===== config.mk =====
export PLATFORM = sky130hd
export DESIGN_NAME = text_console_writer
export DESIGN_NICKNAME = d
export VERILOG_FILES = /design/src/rtl/text_console_writer.sv
export SDC_FILE = /design/constraint.sdc
export NUM_CORES = 1
export LEC_CHECK = 0
export BUFFER_PORTS_ARGS = -buffer_cell sky130_fd_sc_hd__buf_2
export CAP_MARGIN = 20
export CORE_MARGIN = 3
export CORE_UTILIZATION = 51
export DETAILED_ROUTE_END_ITERATION = 10
export HOLD_SLACK_MARGIN = 0.12
export PLACE_DENSITY = 0.78
export SLEW_MARGIN = 20
export SYNTH_ARGS = -nofsm -noshare
export SYNTH_HDL_FRONTEND = slang
export SYNTH_SLANG_ARGS = --single-unit

===== constraint.sdc =====
create_clock -name ScanClock -period 3.42 [get_ports ScanClock]
set_input_delay 0.684 -clock ScanClock [delete_from_list [all_inputs] [get_ports ScanClock]]
set_output_delay 0.684 -clock ScanClock [all_outputs]
set_load 0.01 [all_outputs]

===== src/rtl/text_console_writer.sv =====
// Character console writer: places characters into a cell buffer, handles CR/LF/BS,
// scrolls and clears. Optional macro TEXT_CONSOLE_BLANK_WRITE_EN restricts writes to blanking.
module text_console_writer #(
  parameter int          CharacterColumns = 60,
  parameter int          CharacterLines   = 33,
  parameter logic [7:0]  DefaultAttribute = 8'h0F,
  parameter int          AddressWidth     = $clog2(CharacterColumns*CharacterLines)
) (
  input  logic                                ScanClock,
  input  logic                                Reset,
  input  logic                                CharValid,
  input  logic [7:0]                          CharData,
  input  logic [7:0]                          CharAttribute,
  output logic                                CharReady,
  input  logic                                ClearRequest,
  input  logic                                Blanking,
  output logic [AddressWidth-1:0]             BufReadAddress,
  input  logic [15:0]                         BufReadData,
  output logic [AddressWidth-1:0]             BufWriteAddress,
  output logic [15:0]                         BufWriteData,
  output logic                                BufWriteEnable,
  output logic [$clog2(CharacterColumns)-1:0] CursorColumn,
  output logic [$clog2(CharacterLines)-1:0]   CursorLine,
  output logic                                Busy
);

  localparam int Cells = CharacterColumns * CharacterLines;
  localparam int CW    = $clog2(CharacterColumns);
  localparam int LW    = $clog2(CharacterLines);

  localparam logic [AddressWidth-1:0] ColsA     = AddressWidth'(CharacterColumns);
  localparam logic [AddressWidth-1:0] LastA     = AddressWidth'(Cells - 1);
  localparam logic [AddressWidth-1:0] LastLineA = AddressWidth'(Cells - CharacterColumns);
  localparam logic [CW-1:0]           LastCol   = CW'(CharacterColumns - 1);
  localparam logic [LW-1:0]           LastLine  = LW'(CharacterLines - 1);
  localparam logic [15:0]             BlankCell = {DefaultAttribute, 8'h20};

  typedef enum logic [2:0] {IDLE, WRITE, SCROLL_RD, SCROLL_WR, FILL} state_t;

  state_t                  state_q;
  logic [CW-1:0]           col_q;
  logic [LW-1:0]           line_q;
  logic                    we_q;
  logic                    clear_q;
  logic [AddressWidth-1:0] wa_q, ra_q;
  logic [15:0]             wd_q;
  logic [AddressWidth-1:0] cell_d;
  logic                    go;

`ifdef TEXT_CONSOLE_BLANK_WRITE_EN
  assign go = Blanking;
`else
  logic unused_blanking;
  assign unused_blanking = Blanking;
  assign go              = 1'b1;
`endif

  assign cell_d = AddressWidth'(line_q) * ColsA + AddressWidth'(col_q);

  always_ff @(posedge ScanClock) begin
    if (Reset) begin
      state_q <= FILL;
      col_q   <= '0;
      line_q  <= '0;
      we_q    <= 1'b0;
      clear_q <= 1'b1;
      wa_q    <= '0;
      ra_q    <= '0;
      wd_q    <= '0;
    end else begin
      case (state_q)
        IDLE: begin
          if (ClearRequest) begin
            state_q <= FILL;
            we_q    <= 1'b1;
            wa_q    <= '0;
            wd_q    <= BlankCell;
            clear_q <= 1'b1;
          end else if (CharValid) begin
            case (CharData)
              8'h0D: col_q <= '0;
              8'h0A: begin
                col_q <= '0;
                if (line_q == LastLine) begin
                  state_q <= SCROLL_RD;
                  ra_q    <= ColsA;
                end else begin
                  line_q <= line_q + 1'b1;
                end
              end
              8'h08: if (col_q != '0) col_q <= col_q - 1'b1;
              default: begin
                state_q <= WRITE;
                we_q    <= 1'b1;
                wa_q    <= cell_d;
                wd_q    <= {CharAttribute, CharData};
              end
            endcase
          end
        end
        WRITE: begin
          if (go) begin
            we_q <= 1'b0;
            if (col_q == LastCol) begin
              col_q <= '0;
              if (line_q == LastLine) begin
                state_q <= SCROLL_RD;
                ra_q    <= ColsA;
              end else begin
                line_q  <= line_q + 1'b1;
                state_q <= IDLE;
              end
            end else begin
              col_q   <= col_q + 1'b1;
              state_q <= IDLE;
            end
          end
        end
        SCROLL_RD: begin
          state_q <= SCROLL_WR;
          we_q    <= 1'b1;
          wa_q    <= ra_q - ColsA;
        end
        // Read address is held while stalled, so the buffer keeps re-reading cell ra_q.
        SCROLL_WR: begin
          if (go) begin
            if (ra_q == LastA) begin
              state_q <= FILL;
              wa_q    <= LastLineA;
              wd_q    <= BlankCell;
              clear_q <= 1'b0;
            end else begin
              we_q    <= 1'b0;
              ra_q    <= ra_q + 1'b1;
              state_q <= SCROLL_RD;
            end
          end
        end
        FILL: begin
          if (!we_q) begin
            we_q <= 1'b1;
            wd_q <= BlankCell;
          end else if (go) begin
            if (wa_q == LastA) begin
              we_q    <= 1'b0;
              state_q <= IDLE;
              if (clear_q) begin
                col_q  <= '0;
                line_q <= '0;
              end
            end else begin
              wa_q <= wa_q + 1'b1;
            end
          end
        end
        default: state_q <= IDLE;
      endcase
    end
  end

  assign CharReady       = (state_q == IDLE) && !ClearRequest;
  assign Busy            = (state_q != IDLE);
  assign BufWriteEnable  = we_q && go;
  assign BufWriteAddress = wa_q;
  assign BufReadAddress  = ra_q;
  assign BufWriteData    = (state_q == SCROLL_WR) ? BufReadData : wd_q;
  assign CursorColumn    = col_q;
  assign CursorLine      = line_q;

endmodule


* Word-level counts from Yosys, hierarchy flattened *
Index checks and enable logic that the tools add are counted.

storage, ports and cells
  register bits after elaboration = 55
  output and inout port bits = 53
  input bits = 37
  word-level logic and storage cells = 123

operators by class
  eq/ne operators = 29
  reductions and logical operators = 22
  $mul = 1
  add/subtract/negate cells = 7
  multiplexer cells = 56

operator list
  kind                                                                   number
  11-bit 2-to-1 mux                                                      12
  16-bit 2-to-1 mux                                                      6
  6-bit 2-to-1 mux                                                       12
  16-bit one-hot mux with 3 select lines                                 1
  11-bit one-hot mux with 4 select lines                                 1
  6-bit one-hot mux with 3 select lines                                  2
  11-bit one-hot mux with 3 select lines                                 1
  8-bit by 4-bit equality test with 1-bit output, second input constant  3
  11-bit by 1-bit adder with 11-bit output, second input constant        2
  11-bit equality test, second input constant                            2
  2-bit != test, second input constant                                   11
  3-bit 2-to-1 mux                                                       7
  8-bit AND reduction                                                    2
  3-bit one-hot mux with 5 select lines                                  1
  6-bit by 1-bit adder with 6-bit output, second input constant          2
  6-bit equality test, second input constant                             2
  3-bit != test, second input constant                                   4
  6-bit one-hot mux with 2 select lines                                  1
  6-bit AND reduction                                                    2
  3-bit nonzero test                                                     4
  11-bit by 6-bit adder with 11-bit output                               1
  11-bit by 6-bit subtractor with 11-bit output, second input constant   1
  5-bit AND reduction                                                    2
  6-bit by 4-bit multiplier with 9-bit output, second input constant     1
  other kinds (23)                                                       32

* Depth between registers and ports, before layout *
Gate-level depths: netlist of the first run.

  word-level depth = 6
  depth in mapped cells = 13
  mapped depth without buffers = 13

* Least setup slack after synthesis of the first run *
Ideal clock, no wire load.

  kind = register to register
  start = reg line_q[3], in the netlist CursorLine[3]
  end = reg wa_q[10], in the netlist BufWriteAddress[10]
  arrival = 3.279 ns
  data required time = 3.281 ns
  buffers on the path = 0
  slack = 0.002 ns
  cell stages (with the launch flop) = 12
  library setup time = 0.139 ns
  period minus slack after synthesis = 3.418 ns
  path through = dfxtp_1 inv_1 fa_1 fa_1 inv_1 ha_1 a211oi_1 nor2_1 or2_2 nor4_1 mux2i_1 a41oi_1

on the way
  longest elaborated chain between the ends = 6

RTL lines
  what                                         RTL line  text
  start: declaration                           42        logic [LW-1:0] line_q;
  start signal: assignment                     88        line_q <= line_q + 1'b1;
  start signal: assignment                     110       line_q <= line_q + 1'b1;
  6-bit by 4-bit multiplier with 9-bit output  58        assign cell_d = AddressWidth'(line_q) * ColsA + AddressWidth'(col_q);
  11-bit by 6-bit adder with 11-bit output     58
  11-bit 2-to-1 mux                            80        case (CharData)
  11-bit 2-to-1 mux                            79        end else if (CharValid) begin
  11-bit 2-to-1 mux                            73        if (ClearRequest) begin
  11-bit one-hot mux with 4 select lines       71        case (state_q)
  end signal: assignment                       95        wa_q <= cell_d;
  end signal: assignment                       122       wa_q <= ra_q - ColsA;
  end signal: assignment                       129       wa_q <= LastLineA;
  end: declaration                             45        logic [AddressWidth-1:0] wa_q, ra_q;

No other way between the ends. The select of a mux whose other input is x is not followed.
A chain may end at the register's enable or synchronous reset.

* Worst setup path in the final report of the first run *
  start = reg line_q[0], in the netlist CursorLine[0]
  end = reg wa_q[9], in the netlist BufWriteAddress[9]

Same word-level chain as after synthesis.

==> flow_summary.ini, run 1 <==
[pwr]
swShare = 0.272
power_density_mw_per_mm2 = 223
power_frac_seq = 0.577
intPower_mw = 0.843
ir_drop_mv = 0.149
share_comb_of_total_power = 0.097
power_frac_clock = 0.326
leakagePower_nw = 2.27
switchingPower_mw = 0.314

[sta]
fin_ws_ps = 38.8
relSlewSlack = 0.357
drv_slew = 0
fin_skew_ps = 15.5
fmaxAchievable_mhz = 296
fin_crit_ps = 3380
setup_violations = 0
rsz0062_at_grt = yes
tightest_slew_ps = 959
min_period_over_period = 0.989
hold_viol = 0

[floorplan]
die_y_microns = 99.5
io_pins = 90
dieArea_sq_mm = 0.00989
row_count = 33
fp.dieW_microns = 99.5
initial_core_util = 0.534
core_sq_mm = 0.00834

[layout]
area_growth_pct = 16.3
fillCellCount = 752
final_common_cell = buf_2
layout-drive-gt1-share = 0.230
final_util = 0.621
multi_input_area_sq_mm = 0.00312
design_area_sq_mm = 0.00518
mostFrequentLayoutCells = 88 x buf_2, 86 x nand2_1, 52 x dfxtp_1
nNetsFinal = 742
regArea_sq_mm = 0.00110
diodes = 0

[setup_path]
crit_arrival_ps = 3630
setup.worst_path.class = register to register
crit_path_max_fanout = 3
critPathLaunchType = register
r2r_setup_slack_ps = 40
reg2reg_depth = 13
worstPathCellList = fa_1 -> inv_1 -> fa_1 -> inv_2 -> ha_4 -> a211oi_4 -> buf_4 -> nor4b_2 -> nor4b_2 -> buf_4 -> and4_1 -> o21ai_0 -> a31oi_1
critPathCaptureType = register
slowest_stage = fa_1
critPathMaxStageDelay_ps = 560
required_ps = 3660

[synth]
synth_flop_cell = dfxtp_1
synth_top_area_share = 0.247
avgSynthCellArea_sq_um = 7.59
ys_seq_elements = 55
synth_cell_types = 75
syn_inst = 587
synth_nets = 661
ys_top_cells_by_area = dfxtp_1 25%, ha_1 7.6%, nand2_1 7.2%
synth.cell_area_sq_mm = 0.00446
yosysWarnings = 0
ys_async_sr_fraction = 0
synth_largest_area_cell = dfxtp_1
ys_seq_area_frac = 0.247
synth_edf_count = 0

[grt]
antenna_found_initial = 0
grt_pass1_vias = 4460
grt.overflow.total = 0
grt_max_degree = 44
grt_pass1_wl_microns = 21000
track_usage = 0.257

[clock_tree]
numCtsBuffers = 5
clockBufferDepth = 2
cts_tree = yes
postCtsHoldBufs = 0
clk_latency_ps = 320
cts.sinks = 55
root_buffer = clkbuf_8
path_clk_slew_ps = 110
htree_levels = 2

[placed_design]
place.gp.congestion = 0.920
io_buffers = 88
dp_hpwl_microns = 9540
pre_cts_ws_ps = -77.3
placed_area_sq_mm = 0.00501

[hold_path]
hold_depth = 2
worst_hold_path_type = register to register

[run]
drv_cap = 0

[routing]
finalWirelength_microns = 12600
drtPass1Iterations = 5
num_vias = 4627
drc = 0
drtIter0Drc = 454
via_per_inst = 5.98
post_drt_wl_per_cell_microns = 16.3
antenna_left = 0

[outcome]
status = finished clean
[sequential cells by signal (all words and copies together), names as in the netlist]
name and count:
wd_q 16, BufReadAddress 11, BufWriteAddress 11, CursorColumn 6
CursorLine 6, state_q 3, BufWriteEnable 1, clear_q 1
[power groups by stage]
| stage | Combinational [mW] | Sequential (mW) | Clock, mW |
|---|---|---|---|
| 2_1_floorplan | 0.0586 | 0.681 | 0 |
| 6_report | 0.112 | 0.668 | 0.377 |
| 5_1_grt | 0.124 | 0.669 | 0.401 |
| 3_5_place_dp | 0.111 | 0.682 | 0 |
| 4_1_cts | 0.111 | 0.667 | 0.382 |
| 3_3_place_gp | 0.109 | 0.682 | 0 |
[metrics by stage]
| stage | instances | setup TNS, ps | hold WS (ps) | total power, mW |
|---|---|---|---|---|
| 6_report | 774 | 0 | 461 | 1.16 |
| 5_1_grt | 774 | -274 | 486 | 1.19 |
| 4_1_cts | 772 | 0 | 460 | 1.16 |
| 3_5_place_dp | 764 | -123 | 444 | 0.792 |
| 3_3_place_gp | 764 | -8.01 | 439 | 0.791 |
| 2_1_floorplan | 587 | 0 | 432 | 0.740 |
[per-layer routing]
layer / up-vias / wire length (microns) / global-route usage
met5: - / 0 / 0
met4: 0 / 251 / 0.0830
met2: 176 / 6330 / 0.450
met3: 28 / 732 / 0.0344
li1: 2228 / - / -
met1: 2195 / 5340 / 0.327
[critical path: cells and delay by family (launching register included)]
family	cells	cell delay, ps
buf+inv	4	490
compound gates	3	560
fa+ha+maj	3	1310
simple gates	3	600
flops	1	350
[path summary, 6_finish.rpt]
check | startpoint | endpoint
worst max-delay path | CursorLine[0] | BufWriteAddress[9]
worst max register to register | CursorLine[0] | BufWriteAddress[9]
worst min register to register | wd_q[0] | wd_q[0]
worst min-delay path | wd_q[0] | wd_q[0]
[area by class of cell]
cell class | instances | area share
clock inverters | 3 | 0.00386
flip-flops and latches | 55 | 0.213
repair buffers | 108 | 0.114
inverters | 40 | 0.0290
well taps | 105 | 0.0254
multi-input cells | 458 | 0.601
clock buffers | 5 | 0.0133
[cell usage after synthesis, types with 4 or more instances]
cell type	count
mux2i_1	4
nand4_1	8
clkbuf_1	13
or3_1	6
a21oi_1	42
or2_2	7
fa_1	10
a31oi_1	4
xnor2_1	16
nor3_1	18
nor2_1	43
dfxtp_1	55
buf_1	5
o31ai_1	4
nor2b_1	6
o21a_1	5
and3_1	8
a21o_1	4
a311oi_1	6
inv_1	38
o22ai_1	5
o21ai_0	17
buf_2	12
nand2_1	86
o21ai_1	9
nor4_1	4
ha_1	27
or3b_1	4
nand3_1	25
nand2b_1	7
xor2_1	9
a211oi_1	10
[kinds of logic after synthesis]
logic type               synth area share
AND/OR/NAND/NOR                     0.291
AO/OA/AOI/OAI                       0.211
buffers and inverters              0.0694
flip-flops                          0.247
adder cells (fa/ha/maj)             0.121
XOR/XNOR                           0.0491
multiplexers                       0.0115
[timing repair]
item | in CTS | in global routing
setup endpoints to repair | 2 | 3
gates resized for setup | 5 | 10
buffers inserted | 0 | 2
pin swaps | 1 | 2
(Power assumes the default switching activity.)
==> run 2, diff against run 1 <==
==> constraint.sdc (replaced) <==
create_clock -name ScanClock -period 3.42 [get_ports ScanClock]
set_input_delay 0.171 -clock ScanClock [delete_from_list [all_inputs] [get_ports ScanClock]]
set_output_delay 0.171 -clock ScanClock [all_outputs]
set_load 0.01 [all_outputs]
==> run 2 against run 1 <==
  * Wire length grew 1.3%
  * Clock-buffer cell count is the same
  * Global-route usage shrank 0.49 points
  * Clock skew shrank 5.2 ps
  * Critical path depth shrank 2
  * Combinational power grew 4%
  * First-iteration DRC count shrank 8.1%
==> flow_summary.ini, run 2 (synthesis gave the netlist of run 1 again) <==
[setup_path]
reg2reg_depth = 11
critPathBufInv = 2
worstPathCellList = fa_1 -> inv_2 -> fa_1 -> fa_1 -> inv_2 -> ha_4 -> or2_2 -> o211ai_1 -> nor4_2 -> mux2i_1 -> a41oi_1
slowest_stage = fa_1
crit_path_max_fanout = 4
setup.worst_path.class = register to register
critPathMaxStageDelay_ps = 590
critPathLaunchType = register
cp_common_cell = fa_1
cp_top_family = adder cells
required_ps = 3590
crit_arrival_ps = 3550
r2r_start = CursorLine[0]
critPathCaptureType = register
r2r-end = BufWriteAddress[10]
r2r_setup_slack_ps = 40

[sta]
fin_crit_ps = 3380
fin_skew_ps = 10.3
finalSetupTns_ps = 0
fmaxAchievable_mhz = 295
fin_ws_ps = 35.3
hold_viol = 0
finalHoldWorstSlack_ps = 133
setup_violations = 0
drv_slew = 0
rsz0062_at_grt = yes
relSlewSlack = 0.243
min_period_over_period = 0.990
tightest_slew_ps = 1130

[floorplan]
core_sq_mm = 0.00834
row_count = 33
dieArea_sq_mm = 0.00989
fp.dieW_microns = 99.5
die_y_microns = 99.5
initial_core_util = 0.534
io_pins = 90

[routing]
drtPass1Iterations = 5
finalWirelength_microns = 12800
drtIter0Drc = 417
antenna_left = 0
num_vias = 4703
drc = 0
post_drt_wl_per_cell_microns = 16.5
via_per_inst = 6.07

[placed_design]
dp_hpwl_microns = 9690
place.gp.congestion = 0.902
pre_cts_ws_ps = -27.4
io_buffers = 88

[clock_tree]
htree_levels = 2
cts.sinks = 55
clk_latency_ps = 310
numCtsBuffers = 5
path_clk_slew_ps = 100
cts_tree = yes
cts_setup_buffers = 0
root_buffer = clkbuf_8
clockBufferDepth = 2

[hold_path]
worst_hold_path_type = primary input to register
hold_depth = 3
hold_end = wd_q[10]
min_from = CharAttribute[2]

[run]
drv_cap = 0

[layout]
nNetsFinal = 743
mostFrequentLayoutCells = 88 x buf_2, 86 x nand2_1, 52 x dfxtp_1
regMostFlops = wd_q
largest_reg_flops = 16
diodes = 0
fillCellCount = 735
area_growth_pct = 16.9
layout-drive-gt1-share = 0.231
final_common_cell = buf_2

[grt]
grt_pass1_wl_microns = 20800
track_usage = 0.252
grt_max_degree = 44
grt.overflow.total = 0
antenna_found_initial = 0
grt_pass1_vias = 4417

[pwr]
leakagePower_nw = 2.30
ir_drop_mv = 0.178
power_density_mw_per_mm2 = 222
power_mw = 1.16

[outcome]
status = finished clean
[run 2: changes by cell type in the layout (fill, tap and decap cells not counted), sizes merged]
cell | previous run | this run
buf | 108 | 106
dlygate4sd3 | 0 | 3
[run 2: layout make-up]
| class | instances | area, sq um | share of cell area |
|---|---|---|---|
| multi-input cells | 458 | 3130 | 0.601 |
| flip-flops and latches | 55 | 1100 | 0.212 |
| repair buffers | 109 | 606 | 0.116 |
| inverters | 40 | 150 | 0.0288 |
| well taps | 105 | 131 | 0.0252 |
| clock buffers | 5 | 68.8 | 0.0132 |
| clock inverters | 3 | 20.0 | 0.00384 |
[run 2: how the worst max path moves through the flow]
stage | from | to | depth (start not counted)
global route | CursorLine[1] | BufWriteAddress[10] | 12
CTS | CursorLine[0] | BufWriteAddress[8] | 12
finish | CursorLine[0] | BufWriteAddress[10] | 11
detailed placement | CursorLine[2] | BufWriteAddress[10] | 12
global placement | CursorLine[0] | BufWriteAddress[10] | 11
floorplan | CursorLine[3] | BufWriteAddress[10] | 11
[run 2: report_power, final]
part           internal (mW)  leakage, nW  total (mW)  switching, mW
sequential             0.652        0.449       0.668         0.0154
clock                  0.143       0.0402       0.373          0.229
combinational         0.0494         1.81       0.117         0.0679
[run 2: per-layer routing]
| metal | share of wire | routed length, microns | track usage | vias up |
|---|---|---|---|---|
| met3 | 0.067 | 856 | 0.0428 | 32 |
| li1 | - | - | - | 2238 |
| met1 | 0.41 | 5240 | 0.315 | 2243 |
| met4 | 0.028 | 354 | 0.0798 | 0 |
| met2 | 0.50 | 6370 | 0.443 | 190 |
| met5 | 0 | 0 | 0 | - |
[run 2: what timing repair did]
item	4_1_cts	5_1_grt
setup endpoints to repair	2	3
hold buffers	3	0
hold endpoints to repair	3	0
gates resized for setup	5	13
pin swaps	1	3
[run 2: through the flow]
step	instances	utilization	cell area (sq um)
after CTS	775	0.617	5150
after floorplan	587	-	4460
after global routing	775	0.625	5210
final	775	0.625	5210
after detailed placement	764	0.601	5010
after global placement	764	0.601	5010
[run 2: worst register-to-register path, delay by kind of cell, from the launching register on]
kind	cells	cell delay, ps
buffers and inverters	2	100
DFF	1	340
and+or+nand+nor	2	440
muxes	1	230
adders and majority gates	4	1860
AOI/OAI and AO/OA	2	270
==> run 3, diff against run 2 <==
Clock period 3.42 ns to 3 ns, I/O delays scaled along.
==> run 3 against run 2 <==
  * The run now ends with negative setup slack left
  * Combinational power is 14% higher
  * Non-clock buffer count rose by 21
  * Final cell count up 2.7%
  * Clock skew barely moved
  * Sequential share of layout area shrank 0.79 points
  * Worst hold slack worse by 21 ps
  * Register-to-register slack got worse by 330 ps
  * Worst setup slack got worse by 330 ps
==> flow_summary.ini, run 3 (synthesis gave the netlist of run 1 again) <==
[outcome]
status = finished, violations left
violations = negative setup slack

[layout]
design_area_sq_mm = 0.00544
final_common_cell = buf_2
regMostFlops = wd_q
mostFrequentLayoutCells = 88 x buf_2, 86 x nand2_1, 51 x dfxtp_1
instances_no_fill = 796
layout-drive-gt1-share = 0.256
area_growth_pct = 22.1
largest_reg_flops = 16
nNetsFinal = 764
final_util = 0.652
diodes = 0

[floorplan]
fp.dieW_microns = 99.5
core_sq_mm = 0.00834
dieArea_sq_mm = 0.00989
initial_core_util = 0.534
row_count = 33
io_pins = 90
die_y_microns = 99.5

[routing]
drtIter0Drc = 360
antenna_left = 0
num_vias = 4722
via_per_inst = 5.93
drtPass1Iterations = 5
finalWirelength_microns = 12900
post_drt_wl_per_cell_microns = 16.2
drc = 0

[setup_path]
setup.worst_path.class = register to register
worstPathCellList = fa_1 -> inv_2 -> fa_2 -> fa_1 -> inv_2 -> ha_4 -> or2_4 -> o211ai_1 -> nor3_1 -> xnor2_1 -> a21oi_1 -> a21oi_1
r2r-end = BufWriteAddress[8]
reg2reg_depth = 12
critPathMaxStageDelay_ps = 560
slowest_stage = fa_1
r2r_start = CursorLine[1]
critPathLaunchType = register
crit_path_max_fanout = 4
r2r_setup_slack_ps = -300
crit_arrival_ps = 3470
required_ps = 3170
critPathCaptureType = register

[pwr]
power_mw = 1.39
swShare = 0.253
power_frac_clock = 0.357
switchingPower_mw = 0.352
power_density_mw_per_mm2 = 255
intPower_mw = 1.04
ir_drop_mv = 0.147
power_frac_seq = 0.547
share_comb_of_total_power = 0.096
leakagePower_nw = 2.43

[sta]
relSlewSlack = 0.375
setup_violations = 6
finalSetupTns_ps = -1180
fin_crit_ps = 3300
fmaxAchievable_mhz = 303
fin_skew_ps = 10.4
rsz0062_at_grt = yes
finalHoldWorstSlack_ps = 112
tightest_slew_ps = 933
drv_slew = 0
hold_viol = 0
fin_ws_ps = -297
min_period_over_period = 1.10

[clock_tree]
cts_tree = yes
path_clk_slew_ps = 100
htree_levels = 2
root_buffer = clkbuf_8
clk_latency_ps = 320
clockBufferDepth = 2
cts.sinks = 55
numCtsBuffers = 5

[placed_design]
dp_cells = 780
pre_cts_ws_ps = -229
placed_area_sq_mm = 0.00518
dp_hpwl_microns = 9870
place.gp.congestion = 0.926
io_buffers = 88

[grt]
antenna_found_initial = 0
track_usage = 0.257
grt_pass1_vias = 4429
grt_pass1_wl_microns = 21100
grt.overflow.total = 0
grt_max_degree = 44

[hold_path]
hold_depth = 3
hold_end = wd_q[11]
worst_hold_path_type = primary input to register
min_from = CharAttribute[3]

[run]
drv_cap = 0
-- run 3: cell count changes in the layout (fill, tap and decap cells not counted), sizes merged --
| cell | before | now |
|---|---|---|
| buf | 106 | 124 |
| dlygate4sd3 | 3 | 6 |
| clkbuf | 5 | 7 |
| clkinvlp | 2 | 0 |
-- run 3: critical path: cells and delay by family, from the launching register on --
family                   cells  cell delay (ps)
buffers and inverters        2              100
AO/OA/AOI/OAI                3              490
flip-flops                   1              370
XOR/XNOR                     1              140
adder cells (fa/ha/maj)      4             1720
AND/OR/NAND/NOR              2              320
-- run 3: layout make-up --
cell class	instances	area (sq um)
inverters	40	150
multi-input cells	458	3170
fillers	737	2900
repair buffers	130	771
flip-flops and latches	55	1110
well taps	105	131
clock inverters	1	5.00
clock buffers	7	108
-- run 3: worst max path at each step --
stage,start,endpoint,slack [ps],depth (start not counted)
floorplan,CursorLine[0],BufWriteAddress[10],-120,11
global placement,CursorLine[0],BufWriteAddress[10],-180,11
detailed placement,CursorLine[0],BufWriteAddress[10],-230,11
CTS,CursorLine[0],BufWriteAddress[10],-260,11
global route,CursorLine[1],BufWriteAddress[8],-430,12
finish,CursorLine[1],BufWriteAddress[8],-300,12
-- run 3: power by group through the flow --
stage               clock [mW]  sequential [mW]  combinational, mW
floorplan                    0            0.776             0.0668
finish                   0.496            0.761              0.133
global route             0.525            0.763              0.147
detailed placement           0            0.777              0.126
CTS                      0.503            0.761              0.132
global placement             0            0.777              0.124
-- run 3: metal layers --
layer  track usage  share of wire  up-vias
met1         0.348           0.43     2177
met5             0              0        -
li1              -              -     2283
met3        0.0259          0.073       38
met4        0.0914          0.028        0
met2         0.428           0.46      224
-- run 3: what timing repair did --
action | CTS | global route
pin swaps | 10 | 10
endpoints found under the hold margin | 6 | 0
setup buffers | 1 | 2
hold buffers | 6 | 0
gates resized for setup | 4 | 8
setup endpoints to repair | 5 | 6
